File: src/rtl/gray_ptr_rx_if.sv
// rtl/gray_ptr_rx_if.sv - pointer-crossing receive bundle: remote Gray pointer in, decoded pointer/occupancy/errors out
interface gray_ptr_rx_if #(
    parameter int WIDTH_D   = 5,
    parameter int ERR_CNT_W = 8
);
    logic [WIDTH_D-1:0]   gray_in;
    logic [WIDTH_D-1:0]   local_bin;
    logic                 clr_err;
    logic [WIDTH_D-1:0]   bin_out;
    logic [WIDTH_D-1:0]   level_out;
    logic                 bin_valid;
    logic                 err_pulse;
    logic                 err_sticky;
    logic [ERR_CNT_W-1:0] err_cnt;

    modport master (
        output gray_in, local_bin, clr_err,
        input  bin_out, level_out, bin_valid, err_pulse, err_sticky, err_cnt
    );

    modport slave (
        input  gray_in, local_bin, clr_err,
        output bin_out, level_out, bin_valid, err_pulse, err_sticky, err_cnt
    );
endinterface

File: src/rtl/gray_ptr_rx.sv
// rtl/gray_ptr_rx.sv - synchronise a far-domain Gray pointer, decode it, compute occupancy, police the Gray rule
module gray_ptr_rx #(
    parameter int WIDTH_D     = 5,
    parameter int SYNC_STAGES = 2,
    parameter int ERR_CNT_W   = 8
) (
    input  logic           clk,
    input  logic           rst,
    gray_ptr_rx_if.slave   bus
);
    localparam logic [WIDTH_D-1:0]   PTR_ONE   = WIDTH_D'(1);
    localparam logic [ERR_CNT_W-1:0] CNT_ONE   = ERR_CNT_W'(1);
    localparam logic [2:0]           WARM_DONE = 3'(SYNC_STAGES);

    logic [WIDTH_D-1:0]   sync_q [SYNC_STAGES];
    logic [WIDTH_D-1:0]   sync_d [SYNC_STAGES];
    logic [WIDTH_D-1:0]   gray_prev_q, gray_prev_d;
    logic [WIDTH_D-1:0]   bin_q, bin_d;
    logic [WIDTH_D-1:0]   level_q, level_d;
    logic                 valid_q, valid_d;
    logic                 pulse_q, pulse_d;
    logic                 sticky_q, sticky_d;
    logic [ERR_CNT_W-1:0] cnt_q, cnt_d;
    logic [2:0]           warm_q, warm_d;

    logic [WIDTH_D-1:0]   g_s;
    logic [WIDTH_D-1:0]   b;
    logic [WIDTH_D-1:0]   diff;
    logic                 viol;

    assign g_s = sync_q[SYNC_STAGES-1];

    // Binary bit i is the XOR of every Gray bit at or above i.
    always_comb begin
        b = '0;
        for (int i = 0; i < WIDTH_D; i++) begin
            b[i] = ^(g_s >> i);
        end
    end

    always_comb begin
        sync_d[0] = bus.gray_in;
        for (int i = 1; i < SYNC_STAGES; i++) begin
            sync_d[i] = sync_q[i-1];
        end

        // More than one bit set iff clearing the lowest set bit leaves something.
        diff = g_s ^ gray_prev_q;
        viol = valid_q && ((diff & (diff - PTR_ONE)) != '0);

        gray_prev_d = g_s;
        bin_d       = b;
        level_d     = b - bus.local_bin;
        warm_d      = (warm_q == WARM_DONE) ? warm_q : warm_q + 3'd1;
        valid_d     = valid_q | (warm_q == WARM_DONE);
        pulse_d     = viol;

        sticky_d = sticky_q;
        cnt_d    = cnt_q;
        if (viol) begin
            sticky_d = 1'b1;
            if (bus.clr_err) begin
                cnt_d = CNT_ONE;
            end else if (cnt_q != '1) begin
                cnt_d = cnt_q + CNT_ONE;
            end
        end else if (bus.clr_err) begin
            sticky_d = 1'b0;
            cnt_d    = '0;
        end
    end

    always_ff @(posedge clk) begin
        if (rst) begin
            for (int i = 0; i < SYNC_STAGES; i++) begin
                sync_q[i] <= '0;
            end
            gray_prev_q <= '0;
            bin_q       <= '0;
            level_q     <= '0;
            valid_q     <= 1'b0;
            pulse_q     <= 1'b0;
            sticky_q    <= 1'b0;
            cnt_q       <= '0;
            warm_q      <= '0;
        end else begin
            for (int i = 0; i < SYNC_STAGES; i++) begin
                sync_q[i] <= sync_d[i];
            end
            gray_prev_q <= gray_prev_d;
            bin_q       <= bin_d;
            level_q     <= level_d;
            valid_q     <= valid_d;
            pulse_q     <= pulse_d;
            sticky_q    <= sticky_d;
            cnt_q       <= cnt_d;
            warm_q      <= warm_d;
        end
    end

    assign bus.bin_out    = bin_q;
    assign bus.level_out  = level_q;
    assign bus.bin_valid  = valid_q;
    assign bus.err_pulse  = pulse_q;
    assign bus.err_sticky = sticky_q;
    assign bus.err_cnt    = cnt_q;
endmodule
File: src/flat_wrapper.sv
// flat-port wrapper written by rule: the top's interface ports become plain ports
module gray_ptr_rx_flat 
#(
    parameter int WIDTH_D     = 5,
    parameter int SYNC_STAGES = 2,
    parameter int ERR_CNT_W   = 8
)
  (clk, rst, bus_gray_in, bus_local_bin, bus_clr_err, bus_bin_out, bus_level_out, bus_bin_valid, bus_err_pulse, bus_err_sticky, bus_err_cnt);
  gray_ptr_rx_if #(.WIDTH_D(WIDTH_D), .ERR_CNT_W(ERR_CNT_W)) bus_i ();
  input  logic clk;
  input  logic rst;
  input wire logic [$bits(bus_i.gray_in)-1:0] bus_gray_in;
  input wire logic [$bits(bus_i.local_bin)-1:0] bus_local_bin;
  input wire logic [$bits(bus_i.clr_err)-1:0] bus_clr_err;
  output wire logic [$bits(bus_i.bin_out)-1:0] bus_bin_out;
  output wire logic [$bits(bus_i.level_out)-1:0] bus_level_out;
  output wire logic [$bits(bus_i.bin_valid)-1:0] bus_bin_valid;
  output wire logic [$bits(bus_i.err_pulse)-1:0] bus_err_pulse;
  output wire logic [$bits(bus_i.err_sticky)-1:0] bus_err_sticky;
  output wire logic [$bits(bus_i.err_cnt)-1:0] bus_err_cnt;
  assign bus_i.gray_in = bus_gray_in;
  assign bus_i.local_bin = bus_local_bin;
  assign bus_i.clr_err = bus_clr_err;
  assign bus_bin_out = bus_i.bin_out;
  assign bus_level_out = bus_i.level_out;
  assign bus_bin_valid = bus_i.bin_valid;
  assign bus_err_pulse = bus_i.err_pulse;
  assign bus_err_sticky = bus_i.err_sticky;
  assign bus_err_cnt = bus_i.err_cnt;
  gray_ptr_rx #(.WIDTH_D(WIDTH_D), .SYNC_STAGES(SYNC_STAGES), .ERR_CNT_W(ERR_CNT_W)) u_core (.clk(clk), .rst(rst), .bus(bus_i));
endmodule
File: config.mk
export PLATFORM = sky130hd
export DESIGN_NAME = gray_ptr_rx_flat
export DESIGN_NICKNAME = d
export VERILOG_FILES = /design/src/rtl/gray_ptr_rx_if.sv /design/src/rtl/gray_ptr_rx.sv /design/src/flat_wrapper.sv
export SDC_FILE = /design/constraint.sdc
export NUM_CORES = 1
export LEC_CHECK = 0
export BUFFER_PORTS_ARGS = -buffer_cell sky130_fd_sc_hd__buf_2
export CAP_MARGIN = 10
export CORE_ASPECT_RATIO = 1.5
export CORE_UTILIZATION = 40
export DETAILED_ROUTE_END_ITERATION = 10
export HOLD_SLACK_MARGIN = 0.05
export PLACE_DENSITY = 0.74
export SLEW_MARGIN = 10
export SYNTH_ARGS = -nofsm -noshare
export SYNTH_HDL_FRONTEND = slang
export SYNTH_SLANG_ARGS = --single-unit
File: constraint.sdc
create_clock -name clk -period 2.56 [get_ports clk]
set_input_delay 0.512 -clock clk [delete_from_list [all_inputs] [get_ports clk]]
set_output_delay 0.512 -clock clk [all_outputs]
set_load 0.005 [all_outputs]
==> results of run 1 <==
==> where the power goes <==
part           switching, mW  internal [mW]  total (mW)
Clock                  0.208          0.216       0.424
Sequential            0.0280          0.646       0.674
Combinational          0.108          0.113       0.221
==> stage by stage <==
| step | area, sq um | worst slack, ns |
|---|---|---|
| 2_1_floorplan | 1540 | 0.0849 |
| 3_3_place_gp | 1760 | 0.136 |
| 3_5_place_dp | 1760 | 0.0695 |
| 4_1_cts | 1850 | 0.0611 |
| 5_1_grt | 1870 | 0.0310 |
| 6_report | 1870 | 0.240 |
==> flip-flops by register name (all words and copies together) (netlist names) <==
name,cells
u_core.sync_q,10
u_core.gray_prev_q,4
u_core.bus.bin_valid,1
u_core.bus.err_cnt,8
u_core.bus.err_sticky,1
u_core.bus.bin_out,5
u_core.bus.err_pulse,1
u_core.warm_q,3
u_core.bus.level_out,5
==> worst max-delay path, stage by stage, from the launching register on <==
cell and delay (ns):
dfxtp_2 0.37, xor2_2 0.19, xnor2_2 0.14, xor2_1 0.22
xor2_1 0.21, ha_1 0.17, inv_1 0.06, fa_2 0.35
a21o_1 0.18, a21oi_2 0.14, xnor2_1 0.12, nor2_1 0.05
==> logic make-up (layout without fill, tap and decap cells) <==
kind of cell    count (synthesis)  in the layout  synth area share, %
simple gates                   54             54                 18.8
flops                          38             38                 49.5
compound gates                 27             27                 11.9
buf+inv                        15             54                 4.15
xor+xnor                       14             14                 7.98
fa+ha+maj                       8              8                 7.00
mux                             1              1                0.651
==> layer usage <==
| layer | share of wire [%] | global-route usage (%) | up-vias |
|---|---|---|---|
| met5 | 0 | 0 | - |
| met4 | 2.7 | 9.47 | 0 |
| met3 | 4.0 | 5.49 | 6 |
| met2 | 52 | 23.9 | 22 |
| met1 | 41 | 15.6 | 540 |
| li1 | - | - | 606 |
==> area by class of cell <==
class                      instances  area [sq um]  share of cell area, %
multi-input combinational        104           733                   39.1
inverter                           9          33.8                   1.80
clock inverter                     2          12.5                  0.668
tap                               43          53.8                   2.87
clock buffer                       6          82.6                   4.41
sequential                        38           763                   40.7
timing repair buffer              37           195                   10.4
==> final timing paths <==
check | cells past startpoint | slack (ns) | start | end
worst max-delay path | 11 | 0.24 | u_core.sync_q[0][8] | u_core.bus.level_out[4]
worst max register to register | 11 | 0.24 | u_core.sync_q[0][8] | u_core.bus.level_out[4]
worst min register to register | 1 | 0.44 | u_core.sync_q[0][1] | u_core.sync_q[0][6]
worst min-delay path | 2 | 0.43 | bus_gray_in[3] | u_core.sync_q[0][3]
==> layout by cell type (no fill, tap or decap), types with 2 or more instances in the layout <==
cell type	instances
xor2_1	9
a211oi_1	3
clkbuf_8	6
ha_1	7
nand2_1	2
nor2_1	15
dfxtp_1	36
or4_1	3
a21oi_1	8
a21o_1	2
and3_1	3
o31ai_1	3
nand2b_1	2
buf_2	33
nand3_1	6
nor3_1	2
buf_4	4
dfxtp_2	2
nor2b_1	18
inv_1	9
o21ai_0	3
xnor2_1	3
==> flow_summary.ini, run 1 <==
[pwr]
power_density_mw_per_mm2 = 703
peakVddDrop_v = 0.000541
fin_total_pwr_mw = 1.32
cellLeakagePower_nw = 0.874

[global_route]
antenna_found_initial = 0
grt_pass1_wl_microns = 4420
first_global_vias = 1099
grt_use_total_pct = 14.8
grt_max_degree = 34
grt-ovfl-total = 0

[final_layout]
layout-drive-gt1-share_pct = 27.0
area_growth_pct = 22.0
antennaDiodeCount = 0
fin_cells = 239
fin_nets = 216
nFillCells = 351
fin_util_pct = 50.9

[timing]
totalNegativeSetupSlack_ns = 0
finalCritPeriodShare_pct = 90.6
fmax_mhz = 431
skew_ns = 0.00298
slew_headroom_pct = 57.6
whs_ns = 0.426
final_hold_viol_count = 0
rsz0062_at_grt = no
setup_viol = 0
tightest_slew_ns = 0.632
drv_slew = 0
fin_crit_ns = 2.32

[floorplan]
fp.dieW_microns = 52.6
die_y_microns = 77.9
coreArea_sq_mm = 0.00368
start_util_pct = 41.7
io_pins = 34
die_area_sq_mm = 0.00410
rows = 27

[synthesis]
synthArstFlopShare_pct = 0
synth.most_common_cell = dfxtp_1
synthesis.nets = 178
yosysUniqueCellTypes = 32
synth-edff-count = 0
avgSynthCellArea_sq_um = 9.79
synthTopCellsByArea = dfxtp_1 50%, nor2b_1 7.3%, ha_1 5.7%
yosysWarnings = 0
yosysTopAreaCell = dfxtp_1
synth.top_cell.area_share_pct = 49.5
postSynthCellCount = 157
synth_area_sq_mm = 0.00154
synth_seq_cells = 38
seq_area_frac_synth_pct = 49.5
ys.flop_type = dfxtp_1
netlist_top_cells_count = 38 x dfxtp_1, 18 x nor2b_1, 15 x nor2_1

[clocking]
cts_max_level = 2
cts_resized = 0
cts_tree = built
cts_sinks = 38
cts_buffers = 5
cts_hold_buf = 0
clk_root_buffer_cell = clkbuf_8
path_clk_slew_ns = 0.07
post_cts_buffers = 0
clockBufferDepth = 2
insertion_delay_ns = 0.29

[detailed_routing]
drt_first_pass_iters = 6
drtIter0Drc = 17
drt-total-wl_microns = 2550
ant_nets = 0
routedWlPerCell_microns = 10.7
dr_total_vias = 1174
drc_errors = 0
viasPerCell = 4.91

[hold_path]
min_path_type = input pin to flop

[flow_run]
cap_violations = 0

[placement]
port-buffer-count = 33
place_congestion = 0.831
dpl.cell_count = 231
dp_hpwl_microns = 1820

[worst_setup_path]
critPathKind = flop to flop
critPathRequiredTime_ns = 2.72
cp-end-kind = flop
cp_max_fo = 3
startpoint_type = flop
arrival_ns = 2.48

[run_status]
status = complete, no violations
Note: power is estimated with default switching activity, not from simulation.
==> run 2: changes to the inputs <==
--- a/config.mk
+++ b/config.mk
@@ -11,7 +11,7 @@
 export CORE_UTILIZATION = 40
 export DETAILED_ROUTE_END_ITERATION = 10
 export HOLD_SLACK_MARGIN = 0.05
-export PLACE_DENSITY = 0.74
+export PLACE_DENSITY = 0.72
 export SLEW_MARGIN = 10
 export SYNTH_ARGS = -nofsm -noshare
 export SYNTH_HDL_FRONTEND = slang
==> constraint.sdc (replaced) <==
create_clock -name clk -period 2.4 [get_ports clk]
set_input_delay 0.48 -clock clk [delete_from_list [all_inputs] [get_ports clk]]
set_output_delay 0.48 -clock clk [all_outputs]
set_load 0.005 [all_outputs]
==> run 2 against run 1 <==
Net effect:
- fmax is 3.0% lower
- sequential power increased by 6.4%
- sequential cell count unchanged
- clock-buffer cell count stayed put
- first-iteration DRC count grew 47%
- non-clock buffer count rose by 10
- routed wire length increased by 4.6%
- critical endpoint unchanged
- highest routed layer unchanged
==> flow_summary.ini, run 2 (same netlist as run 1, synthesis figures left out) <==
[timing]
skew_ns = 0.0109
tightest_slew_ns = 0.634
setup_viol = 0
fin_crit_ns = 2.39
whs_ns = 0.396
finalCritPeriodShare_pct = 99.7
rsz0062_at_grt = yes
final_hold_viol_count = 0
fmax_mhz = 418
drv_slew = 0
slew_headroom_pct = 57.5

[final_layout]
fin_nets = 226
nFillCells = 339
final_cell_mix = 36 x dfxtp_1, 33 x buf_2, 18 x nor2b_1
fin_util_pct = 54.4
final_cell_area_sq_mm = 0.00200
seq_area_sq_um = 763
layout-drive-gt1-share_pct = 32.5
max_flop_register = u_core.sync_q
largest_reg_flops = 10
multi_input_area_sq_um = 739
final_common_cell = dfxtp_1
area_growth_pct = 30.4
antennaDiodeCount = 0

[detailed_routing]
dr_total_vias = 1221
drt-total-wl_microns = 2670
routedWlPerCell_microns = 10.7
drc_errors = 0
viasPerCell = 4.90
drtIter0Drc = 25
drt_first_pass_iters = 4
ant_nets = 0

[global_route]
antenna_found_initial = 0
grt-ovfl-total = 0
grt_use_total_pct = 15.8
grt_max_degree = 34
first_global_vias = 1142
grt_pass1_wl_microns = 4640

[clocking]
cts_hold_buf = 0
cts_sinks = 38
insertion_delay_ns = 0.30
path_clk_slew_ns = 0.08
cts_buffers = 5
clk_root_buffer_cell = clkbuf_8
cts_max_level = 2
cts_tree = built
clockBufferDepth = 2

[worst_setup_path]
cp-end-kind = flop
critPathRequiredTime_ns = 2.57
critPathKind = flop to flop
cp_max_fo = 2
regToRegSetupSlack_ns = 0.008
timing.rr.start = u_core.sync_q[0][9]
reg2regPathDepth = 11
arrival_ns = 2.56
r2r-end = u_core.bus.level_out[4]
startpoint_type = flop
crit_start = u_core.sync_q[0][9]

[placement]
port-buffer-count = 33
dp_hpwl_microns = 1780
dpl_cell_area_sq_mm = 0.00179
place_congestion = 0.731

[floorplan]
start_util_pct = 41.7
fp.dieW_microns = 52.6
die_area_sq_mm = 0.00410
rows = 27
die_y_microns = 77.9
io_pins = 34
coreArea_sq_mm = 0.00368

[hold_path]
hold_start = bus_gray_in[3]
holdPathEnd = u_core.sync_q[0][3]
worstHoldPathCells = 2
min_path_type = input pin to flop

[pwr]
cellLeakagePower_nw = 0.943
peakVddDrop_v = 0.000690
power_density_mw_per_mm2 = 831
fin_total_pwr_mw = 1.67

[run_status]
status = complete, no violations

[flow_run]
cap_violations = 0
[run 2: per-stage QoR]
stage               std cells  setup TNS, ns  setup slack (ns)
floorplan                 157              0           0.00359
global placement          233              0            0.0307
detailed placement        233        -0.0668           -0.0668
CTS                       247              0            0.0284
global route              249         -0.142            -0.140
finish                    249              0           0.00835
[run 2: cell type report]
| type | instances | share of cell area (%) |
|---|---|---|
| clock buffers | 6 | 4.12 |
| clock inverters | 2 | 3.00 |
| inverters | 9 | 1.69 |
| multi-input cells | 104 | 36.9 |
| flip-flops and latches | 38 | 38.1 |
| well taps | 43 | 2.69 |
| repair buffers | 47 | 13.5 |
[run 2: power breakdown]
group	switching [mW]	internal, mW
logic	0.127	0.153
clock network	0.225	0.443
registers	0.0278	0.689
[run 2: how the worst max path moves through the flow]
stage | endpoint | slack [ns] | cells after the start
floorplan | u_core.bus.level_out[4] | 0.004 | 11
global placement | u_core.bus.level_out[4] | 0.03 | 11
detailed placement | u_core.bus.level_out[4] | -0.07 | 11
CTS | u_core.bus.level_out[4] | 0.03 | 11
global route | u_core.bus.level_out[4] | -0.14 | 11
finish | u_core.bus.level_out[4] | 0.008 | 11
[run 2: metal layers]
| layer | vias up | part of all wire, % | GRT usage [%] |
|---|---|---|---|
| met1 | 558 | 42 | 16.7 |
| met3 | 5 | 5.2 | 7.25 |
| met2 | 30 | 50 | 24.7 |
| met4 | 0 | 2.6 | 9.21 |
| li1 | 628 | - | - |
| met5 | - | 0 | 0 |
[run 2: critical path: stages (launching register included)]
cell	delay (ns)
dfxtp_2	0.35
xor2_2	0.20
xnor2_2	0.15
xor2_1	0.22
xor2_1	0.23
ha_2	0.21
inv_2	0.05
fa_2	0.36
a21o_1	0.19
a21oi_2	0.12
xnor2_1	0.12
nor2_1	0.05
[run 2: repair_timing]
action                                  CTS  global route
gates resized for setup                   2             5
setup buffers                             6             2
endpoints found under the setup margin    1             1
pin swaps                                 2            10
==> run 3: changes to the inputs <==
--- a/config.mk
+++ b/config.mk
@@ -12,6 +12,7 @@
 export DETAILED_ROUTE_END_ITERATION = 10
 export HOLD_SLACK_MARGIN = 0.05
 export PLACE_DENSITY = 0.72
+export REMOVE_ABC_BUFFERS = 1
 export SLEW_MARGIN = 10
 export SYNTH_ARGS = -nofsm -noshare
 export SYNTH_HDL_FRONTEND = slang
==> run 3 against run 2 <==
Net effect:
- register-to-register slack gained 0.06 ns
- sequential cell count unchanged
- clock-buffer cell count shrank 1
- cell count down 2.0%
- clock power decreased by 41%
==> flow_summary.ini, run 3 (same netlist as run 1, synthesis figures left out) <==
[hold_path]
holdPathEnd = u_core.sync_q[0][0]
min_path_type = input pin to flop
worstHoldPathCells = 2
hold_start = bus_gray_in[0]

[pwr]
peakVddDrop_v = 0.000549
fin_total_pwr_mw = 1.37
power_density_mw_per_mm2 = 716
cellLeakagePower_nw = 0.902

[floorplan]
start_util_pct = 41.7
die_y_microns = 77.9
coreArea_sq_mm = 0.00368
fp.dieW_microns = 52.6
io_pins = 34
die_area_sq_mm = 0.00410
rows = 27

[clocking]
cts_tree = built
cts_max_level = 2
cts_hold_buf = 0
cts_buffers = 5
insertion_delay_ns = 0.28
cts_sinks = 38
clockBufferDepth = 2
clk_root_buffer_cell = clkbuf_8
path_clk_slew_ns = 0.07

[timing]
fin_crit_ns = 2.33
setup_ws_ns = 0.0683
fmax_mhz = 429
final_hold_viol_count = 0
slew_headroom_pct = 57.7
finalCritPeriodShare_pct = 97.2
tightest_slew_ns = 0.618
setup_viol = 0
drv_slew = 0
rsz0062_at_grt = yes
skew_ns = 0.00488

[detailed_routing]
drt-total-wl_microns = 2750
ant_nets = 0
drt_first_pass_iters = 4
drc_errors = 0
viasPerCell = 5.01
dr_total_vias = 1223
drtIter0Drc = 21
routedWlPerCell_microns = 11.3

[placement]
dp_hpwl_microns = 1960
port-buffer-count = 33
place_congestion = 0.728
dpl.cell_count = 234
pre_cts_ws_ns = -0.0499

[final_layout]
antennaDiodeCount = 0
final_cell_mix = 36 x dfxtp_1, 33 x buf_2, 18 x nor2b_1
fin_cells = 244
seq_area_sq_um = 763
fin_nets = 222
area_growth_pct = 24.8
fin_util_pct = 52.1
largest_reg_flops = 10
max_flop_register = u_core.sync_q
layout-drive-gt1-share_pct = 30.8
final_common_cell = dfxtp_1
nFillCells = 350
multi_input_area_sq_um = 747

[worst_setup_path]
timing.rr.start = u_core.sync_q[0][9]
r2r-end = u_core.bus.level_out[4]
regToRegSetupSlack_ns = 0.07
arrival_ns = 2.49
cp-end-kind = flop
startpoint_type = flop
cp_max_fo = 2
critPathKind = flop to flop
reg2regPathDepth = 11
critPathRequiredTime_ns = 2.55

[run_status]
status = complete, no violations

[global_route]
grt-ovfl-total = 0
grt_pass1_wl_microns = 4700
first_global_vias = 1162
grt_max_degree = 34
antenna_found_initial = 0
grt_use_total_pct = 15.5

[flow_run]
cap_violations = 0
[run 3: cell count changes in the layout (fill, tap and decap cells not counted)]
cell       change
inv_1          +1
buf_4          -4
xor2_1         -1
clkbuf_8       -1
inv_2          -1
xor2_2         +1
clkinv_2       +2
bufinv_16      -2
[run 3: critical path, cell delays in order, from the launching register on]
cell,delay [ns]
dfxtp_2,0.33
xor2_2,0.19
xnor2_2,0.24
xor2_2,0.19
xor2_1,0.22
ha_2,0.21
inv_2,0.04
fa_2,0.33
a21o_1,0.17
a21oi_2,0.13
xnor2_1,0.12
nor2_1,0.05
[run 3: repair_timing]
item                                    in CTS  in global routing
setup buffers                                2                  1
endpoints found under the hold margin        0                  0
pin swaps                                    3                  7
endpoints found under the setup margin       1                  2
gates resized for setup                      4                  6
[run 3: area by class of cell]
cell class | instances | share of cell area [%]
clock buffer | 5 | 3.59
timing repair buffer | 43 | 12.5
inverter | 9 | 1.76
multi-input combinational | 104 | 39.0
clock inverter | 2 | 0.522
tap | 43 | 2.81
sequential | 38 | 39.8
[run 3: power breakdown]
group	leakage [nW]	internal [mW]	switching, mW
Combinational	0.545	0.137	0.123
Sequential	0.312	0.689	0.0290
Clock	0.0438	0.195	0.200
[run 3: per-stage QoR]
stage,hold slack [ns],setup TNS [ns],cell area (sq um)
after floorplan,0.414,-0.0621,1510
after global placement,0.417,0,1780
after detailed placement,0.424,-0.0499,1780
after CTS,0.396,0,1890
after global routing,0.394,-0.0777,1920
final,0.406,0,1920
[run 3: worst max-delay path by stage]
stage | cells past startpoint | endpoint | from
6_report | 11 | u_core.bus.level_out[4] | u_core.sync_q[0][9]
5_1_grt | 11 | u_core.bus.level_out[4] | u_core.sync_q[0][9]
4_1_cts | 11 | u_core.bus.level_out[4] | u_core.sync_q[0][8]
3_5_place_dp | 11 | u_core.bus.level_out[4] | u_core.sync_q[0][8]
3_3_place_gp | 11 | u_core.bus.level_out[4] | u_core.sync_q[0][8]
2_1_floorplan | 11 | u_core.bus.level_out[4] | u_core.sync_q[0][9]
[run 3: metal layers]
metal  global-route usage, %  part of all wire [%]  routed length [microns]
met4                    5.53                  0.84                       23
met1                    15.7                    39                     1070
met5                       0                     0                        0
met3                    5.29                   4.0                      110
met2                    27.8                    56                     1540
